--- src/rtl/reorder_buffer_pkg.sv ---
// reorder_buffer_pkg: shared ROB depth, row and completion types
package reorder_buffer_pkg;
  localparam int ROB_DEPTH = 16;
  localparam int ROB_IW    = $clog2(ROB_DEPTH);
  localparam int PREG_W    = 6;

  typedef struct packed {
    logic              valid;
    logic              complete;
    logic [ROB_IW-1:0] rob_number;
    logic [PREG_W-1:0] preg_dst;
    logic [PREG_W-1:0] old_preg_dst;
    logic              reg_write;
    logic              mem_write;
    logic              mem_to_reg;
    logic [31:0]       data;
  } rob_row_struct;

  typedef struct packed {
    logic              valid;
    logic [ROB_IW-1:0] rob_number;
    logic [31:0]       data;
  } fu_cpl_struct;
endpackage

--- src/rtl/reorder_buffer_if.sv ---
// reorder_buffer_if: dispatch/FU/retire bundle between the core and the ROB
interface reorder_buffer_if
  import reorder_buffer_pkg::*;
#(
  parameter int DEPTH   = ROB_DEPTH,
  parameter int ALLOC_W = 2,
  parameter int CPL_W   = 3,
  parameter int RET_W   = 2
);
  rob_row_struct          i_alloc             [ALLOC_W];
  logic                   o_alloc_ready;
  fu_cpl_struct           i_fu_cpl            [CPL_W];
  rob_row_struct          o_complete_rob_rows [CPL_W];
  rob_row_struct          o_retire            [RET_W];
  logic [$clog2(DEPTH):0] o_count;
  logic                   o_order_err;
  logic                   o_overflow;

  modport master (
    output i_alloc, i_fu_cpl,
    input  o_alloc_ready, o_complete_rob_rows, o_retire, o_count, o_order_err, o_overflow
  );

  modport slave (
    input  i_alloc, i_fu_cpl,
    output o_alloc_ready, o_complete_rob_rows, o_retire, o_count, o_order_err, o_overflow
  );
endinterface

--- src/rtl/reorder_buffer_retire_select.sv ---
// rob_retire_select: contiguous retire mask from the head; a slot retires only if all older slots do
module rob_retire_select #(
  parameter int RET_W = 2
) (
  input  logic [RET_W-1:0] i_valid,
  input  logic [RET_W-1:0] i_complete,
  output logic [RET_W-1:0] o_mask
);
  logic run;

  // scan from head, stopping at the first entry that is not ready
  always_comb begin
    o_mask = '0;
    run = 1'b1;
    for (int i = 0; i < RET_W; i++) begin
      o_mask[i] = run & i_valid[i] & i_complete[i];
      run = o_mask[i];
    end
  end
endmodule

--- src/rtl/reorder_buffer.sv ---
// reorder_buffer: circular ROB, in-order alloc/retire, multi-port completion; ROB_FLUSH_EN adds i_flush
module reorder_buffer
  import reorder_buffer_pkg::*;
#(
  parameter int DEPTH   = ROB_DEPTH,
  parameter int ALLOC_W = 2,
  parameter int CPL_W   = 3,
  parameter int RET_W   = 2
) (
  input logic             i_clk,
  input logic             i_rst_n,
`ifdef ROB_FLUSH_EN
  input logic             i_flush,
`endif
  reorder_buffer_if.slave rob
);
  localparam int IW = $clog2(DEPTH);
  typedef logic [IW-1:0] idx_t;

  rob_row_struct ent_q [DEPTH];
  rob_row_struct ent_d [DEPTH];
  rob_row_struct cpl_q [CPL_W];
  rob_row_struct cpl_d [CPL_W];
  rob_row_struct ret_q [RET_W];
  rob_row_struct ret_d [RET_W];
  idx_t          head_q, head_d, tail_q, tail_d, wr_idx, ci;
  logic [IW:0]   count_q, count_d, n_alloc, n_ret;
  logic          err_q, err_d, ovf_q, ovf_d, alloc_ready, alloc_any;
  logic [RET_W-1:0] head_v, head_c, ret_mask;

  // readiness comes from registered occupancy only, so retires this cycle cannot raise it
  assign alloc_ready = count_q <= (IW+1)'(DEPTH - ALLOC_W);

  assign rob.o_alloc_ready       = alloc_ready;
  assign rob.o_count             = count_q;
  assign rob.o_order_err         = err_q;
  assign rob.o_overflow          = ovf_q;
  assign rob.o_complete_rob_rows = cpl_q;
  assign rob.o_retire            = ret_q;

  // status of the oldest RET_W entries for the retire scan
  always_comb begin
    for (int i = 0; i < RET_W; i++) begin
      head_v[i] = ent_q[head_q + idx_t'(i)].valid;
      head_c[i] = ent_q[head_q + idx_t'(i)].complete;
    end
  end

  rob_retire_select #(.RET_W(RET_W)) u_retire_select (
    .i_valid   (head_v),
    .i_complete(head_c),
    .o_mask    (ret_mask)
  );

  // completion, then retire, then allocation; the three touch disjoint live entries
  always_comb begin
    ent_d = ent_q;
    err_d = err_q;
    wr_idx = tail_q;
    ci = '0;
    n_alloc = '0;
    n_ret = '0;
    alloc_any = 1'b0;
    for (int k = 0; k < CPL_W; k++) begin
      cpl_d[k] = '0;
      ci = idx_t'(rob.i_fu_cpl[k].rob_number);
      if (rob.i_fu_cpl[k].valid && ent_q[ci].valid) begin
        ent_d[ci].complete = 1'b1;
        ent_d[ci].data = rob.i_fu_cpl[k].data;
        cpl_d[k] = ent_d[ci];
      end
    end
    for (int i = 0; i < RET_W; i++) begin
      ret_d[i] = ret_mask[i] ? ent_q[head_q + idx_t'(i)] : '0;
      if (ret_mask[i]) ent_d[head_q + idx_t'(i)].valid = 1'b0;
      n_ret = n_ret + (IW+1)'(ret_mask[i]);
    end
    for (int j = 0; j < ALLOC_W; j++) begin
      alloc_any = alloc_any | rob.i_alloc[j].valid;
      if (alloc_ready && rob.i_alloc[j].valid) begin
        ent_d[wr_idx] = rob.i_alloc[j];
        ent_d[wr_idx].complete = 1'b0;
        ent_d[wr_idx].data = '0;
        err_d = err_d | (idx_t'(rob.i_alloc[j].rob_number) != wr_idx);
        wr_idx = wr_idx + idx_t'(1);
        n_alloc = n_alloc + (IW+1)'(1);
      end
    end
    ovf_d = ovf_q | (alloc_any & ~alloc_ready);
    head_d = head_q + idx_t'(n_ret);
    tail_d = wr_idx;
    count_d = count_q + n_alloc - n_ret;
`ifdef ROB_FLUSH_EN
    if (i_flush) begin
      for (int i = 0; i < DEPTH; i++) ent_d[i].valid = 1'b0;
      for (int k = 0; k < CPL_W; k++) cpl_d[k] = '0;
      for (int i = 0; i < RET_W; i++) ret_d[i] = '0;
      err_d = err_q;
      ovf_d = ovf_q;
      head_d = '0;
      tail_d = '0;
      count_d = '0;
    end
`endif
  end

  // state and registered broadcast/retire outputs
  always_ff @(posedge i_clk or negedge i_rst_n) begin
    if (!i_rst_n) begin
      ent_q <= '{default: '0};
      cpl_q <= '{default: '0};
      ret_q <= '{default: '0};
      head_q <= '0;
      tail_q <= '0;
      count_q <= '0;
      err_q <= 1'b0;
      ovf_q <= 1'b0;
    end else begin
      ent_q <= ent_d;
      cpl_q <= cpl_d;
      ret_q <= ret_d;
      head_q <= head_d;
      tail_q <= tail_d;
      count_q <= count_d;
      err_q <= err_d;
      ovf_q <= ovf_d;
    end
  end
endmodule
--- src/flat_wrapper.sv ---
// flat-port wrapper written by rule: the top's interface ports become plain ports
module reorder_buffer_flat import reorder_buffer_pkg::*;
#(
  parameter int DEPTH   = ROB_DEPTH,
  parameter int ALLOC_W = 2,
  parameter int CPL_W   = 3,
  parameter int RET_W   = 2
)
  (i_clk, i_rst_n, rob_i_alloc, rob_i_fu_cpl, rob_o_alloc_ready, rob_o_complete_rob_rows, rob_o_retire, rob_o_count, rob_o_order_err, rob_o_overflow);
  reorder_buffer_if #(.DEPTH(DEPTH), .ALLOC_W(ALLOC_W), .CPL_W(CPL_W), .RET_W(RET_W)) rob_i ();
  input logic i_clk;
  input logic i_rst_n;
  input wire logic [$bits(rob_i.i_alloc)-1:0] rob_i_alloc;
  input wire logic [$bits(rob_i.i_fu_cpl)-1:0] rob_i_fu_cpl;
  output wire logic [$bits(rob_i.o_alloc_ready)-1:0] rob_o_alloc_ready;
  output wire logic [$bits(rob_i.o_complete_rob_rows)-1:0] rob_o_complete_rob_rows;
  output wire logic [$bits(rob_i.o_retire)-1:0] rob_o_retire;
  output wire logic [$bits(rob_i.o_count)-1:0] rob_o_count;
  output wire logic [$bits(rob_i.o_order_err)-1:0] rob_o_order_err;
  output wire logic [$bits(rob_i.o_overflow)-1:0] rob_o_overflow;
  assign rob_i.i_alloc = {>>{rob_i_alloc}};
  assign rob_i.i_fu_cpl = {>>{rob_i_fu_cpl}};
  assign rob_o_alloc_ready = rob_i.o_alloc_ready;
  assign rob_o_complete_rob_rows = {>>{rob_i.o_complete_rob_rows}};
  assign rob_o_retire = {>>{rob_i.o_retire}};
  assign rob_o_count = rob_i.o_count;
  assign rob_o_order_err = rob_i.o_order_err;
  assign rob_o_overflow = rob_i.o_overflow;
  reorder_buffer #(.DEPTH(DEPTH), .ALLOC_W(ALLOC_W), .CPL_W(CPL_W), .RET_W(RET_W)) u_core (.i_clk(i_clk), .i_rst_n(i_rst_n), .rob(rob_i));
endmodule
--- config.mk ---
export PLATFORM = sky130hd
export DESIGN_NAME = reorder_buffer_flat
export DESIGN_NICKNAME = d
export VERILOG_FILES = /design/src/rtl/reorder_buffer_pkg.sv /design/src/rtl/reorder_buffer_if.sv /design/src/rtl/reorder_buffer_retire_select.sv /design/src/rtl/reorder_buffer.sv /design/src/flat_wrapper.sv
export SDC_FILE = /design/constraint.sdc
export NUM_CORES = 2
export LEC_CHECK = 0
export BUFFER_PORTS_ARGS = -buffer_cell sky130_fd_sc_hd__buf_2
export CORE_MARGIN = 4
export CORE_UTILIZATION = 25
export DETAILED_ROUTE_END_ITERATION = 12
export SLEW_MARGIN = 40
export SYNTH_ARGS = -nofsm -noshare
export SYNTH_HDL_FRONTEND = slang
export SYNTH_SLANG_ARGS = --single-unit
export TNS_END_PERCENT = 10
--- constraint.sdc ---
create_clock -name i_clk -period 5.5 [get_ports i_clk]
set_input_delay 1.1 -clock i_clk [delete_from_list [all_inputs] [get_ports i_clk]]
set_output_delay 1.1 -clock i_clk [all_outputs]
set_load 0.03 [all_outputs]
==> results.md <==
| Group | Parameter | Reported |
|:---|:---|:---|
| status | Outcome | complete, but fails checks |
| status | Violated checks | DRC |
| critical path | Worst EP arrival | 5140 ps |
| synthesis | Synth top area share | 37.02% |
| critical path | Crit. Startpoint | u_core.head_q[0] |
| critical path | Beginning of the worst register-to-register path | u_core.head_q[0] |
| global routing | First-pass GRT wire length | 480.6 mm |
| synthesis | Post-synthesis area per instance | 10.84 um2 |
| synthesis | Synthesized netlist cell count | 7,027 |
| sta | F_max | 226.4 MHz |
| critical path | Cells on worst reg2reg path | 18 |
| route | Routed wire length per instance | 30.92 um |
| power | Pwr/cell area | 617.0 nW/um2 |
| clock network | Depth of the CTS H-tree | 4 |
| global routing | Antenna violations before repair | 99 |
| clock network | Sinks on Clock Net | 1,127 |
| synthesis | Sequential-to-total area share from yosys stat | 37.02% |
| route | Detailed-route vias per instance | 5.885 |
| clock network | CTS-repair resized insts | 0 |
| route | Number of DRC markers in iteration 0 | 8,465 |
| final layout | Most common cell after layout, fill and taps aside | sky130_fd_sc_hd__dfrtp_1 |
| clock network | Maximum clock insertion buffer count | 4 |
| power | Worst vdd rail ir drop | 609.2 uV |
| sta | Final period demand of the worst path | 4417 ps |
| critical path | Largest driver fanout on the critical path | 18 |
| synthesis | Synth Cell Area | 76,180 um2 |
| clock network | Clock-pin slew on the worst setup and hold paths | 60 ps |
| sta | Total count of hold-check failures in the final report | 0 |
| synthesis | Largest area contributor in the netlist | sky130_fd_sc_hd__dfrtp_1 |
| floorplanning | # IOs | 492 |
| clock network | TritonCTS buffer count | 148 |
| sta | Slew at the pin closest to its max-slew limit | 918.6 ps |
| sta | Final setup violation count | 0 |
| critical path | Worst EP required | 6220 ps |
| synthesis | Post-Synthesis Net Count | 7,272 |
| synthesis | Synth top area cells | sky130_fd_sc_hd__dfrtp_1 (37%), sky130_fd_sc_hd__mux4_2 (24%), sky130_fd_sc_hd__mux2i_1 (11%) |
| floorplanning | Die Y | 560.0 um |
| route | Pre-Repair DR Iteration Count | 10 |
| hold path | Path type of the worst min-delay path | primary input to async pin |
| sta | Worst clock skew on the final layout | 48.58 ps |
| global routing | Vias in the first global route | 64,110 |
| clock network | Number of setup buffers added after CTS | 0 |
| route | DRC violation count after routing | 2 |
| place | Number of buffers inserted by port buffering | 425 |
| route | Antenna Nets Post-Route | 0 |
| synthesis | Count of yosys warnings during synthesis | 0 |
| synthesis | FF+latch count, synth | 1,127 |
| critical path | Startpoint type of the worst setup path | flip-flop |
| floorplanning | Chip Width | 560.0 um |
| floorplanning | Row count | 202 |
| power | LEAKAGE | 37.84 nW |
| place | DPL Wire Length | 216.4 mm |
| final layout | Fillers | 30,810 |
| final layout | Final layout net count | 7,118 |
| critical path | Worst R2R End | u_core.rob.o_count[4] |
| synthesis | Ys flop type | sky130_fd_sc_hd__dfrtp_1 |
| place | Cell Count Post-Placement | 10,700 |
| sta | Period Utilization, post-route | 80.31% |
| global routing | Overflow left after global routing | 0 |
| critical path | Register-to-register path setup slack | 1080 ps |
| floorplanning | Core area | 303,000 um2 |
| clock network | Root Buffer Master | sky130_fd_sc_hd__clkbuf_16 |
| route | Total vias in the final route | 64,780 |
| place | Final Wtd Congestion | 0.8851 |
| floorplanning | Die footprint | 313,600 um2 |
| global routing | Total routing usage reported by global routing | 20.83% |
| synthesis | Number of enable-type register cells in the synthesized netlist | 0 |
| sta | Total negative setup slack | 0 ps |
| critical path | Classification of the worst setup path | flip-flop to flip-flop |
| final layout | Most frequent cells in the layout | sky130_fd_sc_hd__dfrtp_1 (1,123), sky130_fd_sc_hd__nor2_1 (872), sky130_fd_sc_hd__mux2i_1 (819), sky130_fd_sc_hd__mux4_2 (812), sky130_fd_sc_hd__a21oi_1 (595) |
| sta | Final worst-path setup slack | 1083 ps |
| final layout | Final instance count without filler cells | 11,010 |
| critical path | End point of the critical path | u_core.rob.o_count[4] |
| clock network | Clock tree from TritonCTS | yes |
| final layout | Layout cell share with drive strength beyond 1 | 25.86% |
| critical path | Element type at the critical path end | flip-flop |
| clock network | Hold-fix buffers, CTS | 0 |
| synthesis | Distinct cell type count of the synthesized netlist | 62 |
| place | DP Worst Slack | 838.3 ps |
| global routing | Largest net degree at the start of global routing | 124 |
| sta | Headroom to the max-slew limit | 38.61% |
| run | Max cap viols | 0 |
| floorplanning | Effective utilization at floorplan | 25.14% |
| clock network | Worst skew pair latency | 860 ps |
| route | Post-detailed-routing wire length | 340.3 mm |
| sta | Count of final max-slew check failures | 0 |
| final layout | Area growth from synthesis to layout | 14.47% |
| sta | Setup repair after global routing missed its margin | no |
| synthesis | Share of async-settable or async-resettable flops after synthesis | 100.0% |
## report_power, final
group / total, mW / internal (mW) / switching, mW / leakage [nW]
clock network: 10.3 / 6.15 / 4.19 / 2.50
logic: 28.1 / 13.4 / 14.7 / 21.0
registers: 15.4 / 11.7 / 3.66 / 14.4
total: 53.8 / 31.3 / 22.5 / 37.8
## logic make-up (layout without fill, tap and decap cells)
| family | count (synthesis) | count (layout) | synth area share [%] |
|---|---|---|---|
| compound gates | 1409 | 1409 | 11.22 |
| xor+xnor | 22 | 22 | 0.2628 |
| fa+ha+maj | 26 | 26 | 0.4566 |
| buf+inv | 965 | 918 | 5.630 |
| flops | 1127 | 1127 | 37.02 |
| mux | 1636 | 1636 | 34.92 |
| other cells | 0 | 49 | 0 |
| simple gates | 1842 | 1842 | 10.48 |
## critical path: stages, from the launching register on
cell,delay (ps)
sky130_fd_sc_hd__dfrtp_4,580
sky130_fd_sc_hd__ha_1,280
sky130_fd_sc_hd__xor2_2,560
sky130_fd_sc_hd__mux4_2,410
sky130_fd_sc_hd__mux2i_1,200
sky130_fd_sc_hd__nor2b_1,160
sky130_fd_sc_hd__buf_4,170
sky130_fd_sc_hd__o21ai_4,60
sky130_fd_sc_hd__inv_1,120
sky130_fd_sc_hd__ha_1,300
sky130_fd_sc_hd__ha_1,290
sky130_fd_sc_hd__inv_1,60
sky130_fd_sc_hd__ha_1,170
sky130_fd_sc_hd__inv_1,70
sky130_fd_sc_hd__fa_1,450
sky130_fd_sc_hd__inv_1,70
sky130_fd_sc_hd__a21o_1,120
sky130_fd_sc_hd__a21oi_1,80
sky130_fd_sc_hd__xnor2_1,130
## final cells by class
cell class / count / area [um2] / share of cell area, %
inverter: 32 / 122.6 / 0.1406
antenna: 49 / 122.6 / 0.1406
multi-input combinational: 4935 / 44160 / 50.64
clock buffer: 192 / 4139 / 4.746
sequential: 1127 / 28220 / 32.36
clock inverter: 65 / 939.7 / 1.078
timing repair buffer: 629 / 4531 / 5.195
tap: 3978 / 4977 / 5.707
## cell usage after synthesis, drive strengths merged, types with 4 or more instances
cell type,number
clkbuf,464
dfrtp,1127
nor2,889
o211ai,132
nor4b,10
ha,23
nand4,24
a211oi,387
buf,469
nor3b,4
nor3,9
and3b,6
nand2b,5
nand2,548
o2111ai,4
a21o,16
inv,32
nand3,20
nor4,5
a21oi,596
a31oi,4
xnor2,18
a31o,11
mux4,817
o21ai,241
and3,183
xor2,4
mux2i,819
o21bai,7
and2,63
nor2b,65
## through the flow
| stage | power, mW | cell area (um2) | util (%) | hold slack (ps) |
|---|---|---|---|---|
| finish | 53.81 | 87210 | 28.78 | 138.9 |
| global route | 56.27 | 87130 | 28.75 | 129.8 |
| CTS | 53.49 | 86960 | 28.70 | 128.5 |
| detailed placement | 42.90 | 81880 | 27.02 | 468.2 |
| global placement | 41.83 | 81350 | 26.84 | 468.4 |
| floorplan | 33.65 | 76180 | - | 471.5 |
## sequential cells by signal, indices dropped and copies added, names as in the netlist
name	count
u_core.rob.o_retire	105
u_core.rob.o_overflow	1
u_core.head_q	4
u_core.rob.o_order_err	1
u_core.tail_q	4
u_core.ent_q	848
u_core.rob.o_count	5
u_core.rob.o_complete_rob_rows	159
## per-layer routing
| layer | track usage, % | share of wire, % | vias up |
|---|---|---|---|
| li1 | - | - | 25780 |
| met1 | 25.84 | 37 | 32640 |
| met2 | 30.71 | 43 | 5090 |
| met3 | 7.468 | 12 | 1245 |
| met4 | 13.12 | 6.9 | 22 |
| met5 | 0.03049 | 0.045 | - |
## how the worst min path moves through the flow
stage                     cells after the start  slack, ps             startpoint                      end
after floorplan                               2        470      u_core.ent_q[793]        u_core.ent_q[793]
after CTS                                     1        130                i_rst_n  u_core.rob.o_retire[54]
after global placement                        1        470  u_core.rob.o_overflow    u_core.rob.o_overflow
after detailed placement                      1        470  u_core.rob.o_overflow    u_core.rob.o_overflow
after global routing                          1        130                i_rst_n   u_core.rob.o_retire[1]
final                                         1        140                i_rst_n  u_core.rob.o_retire[72]
Power figures use the tool's default switching activity.
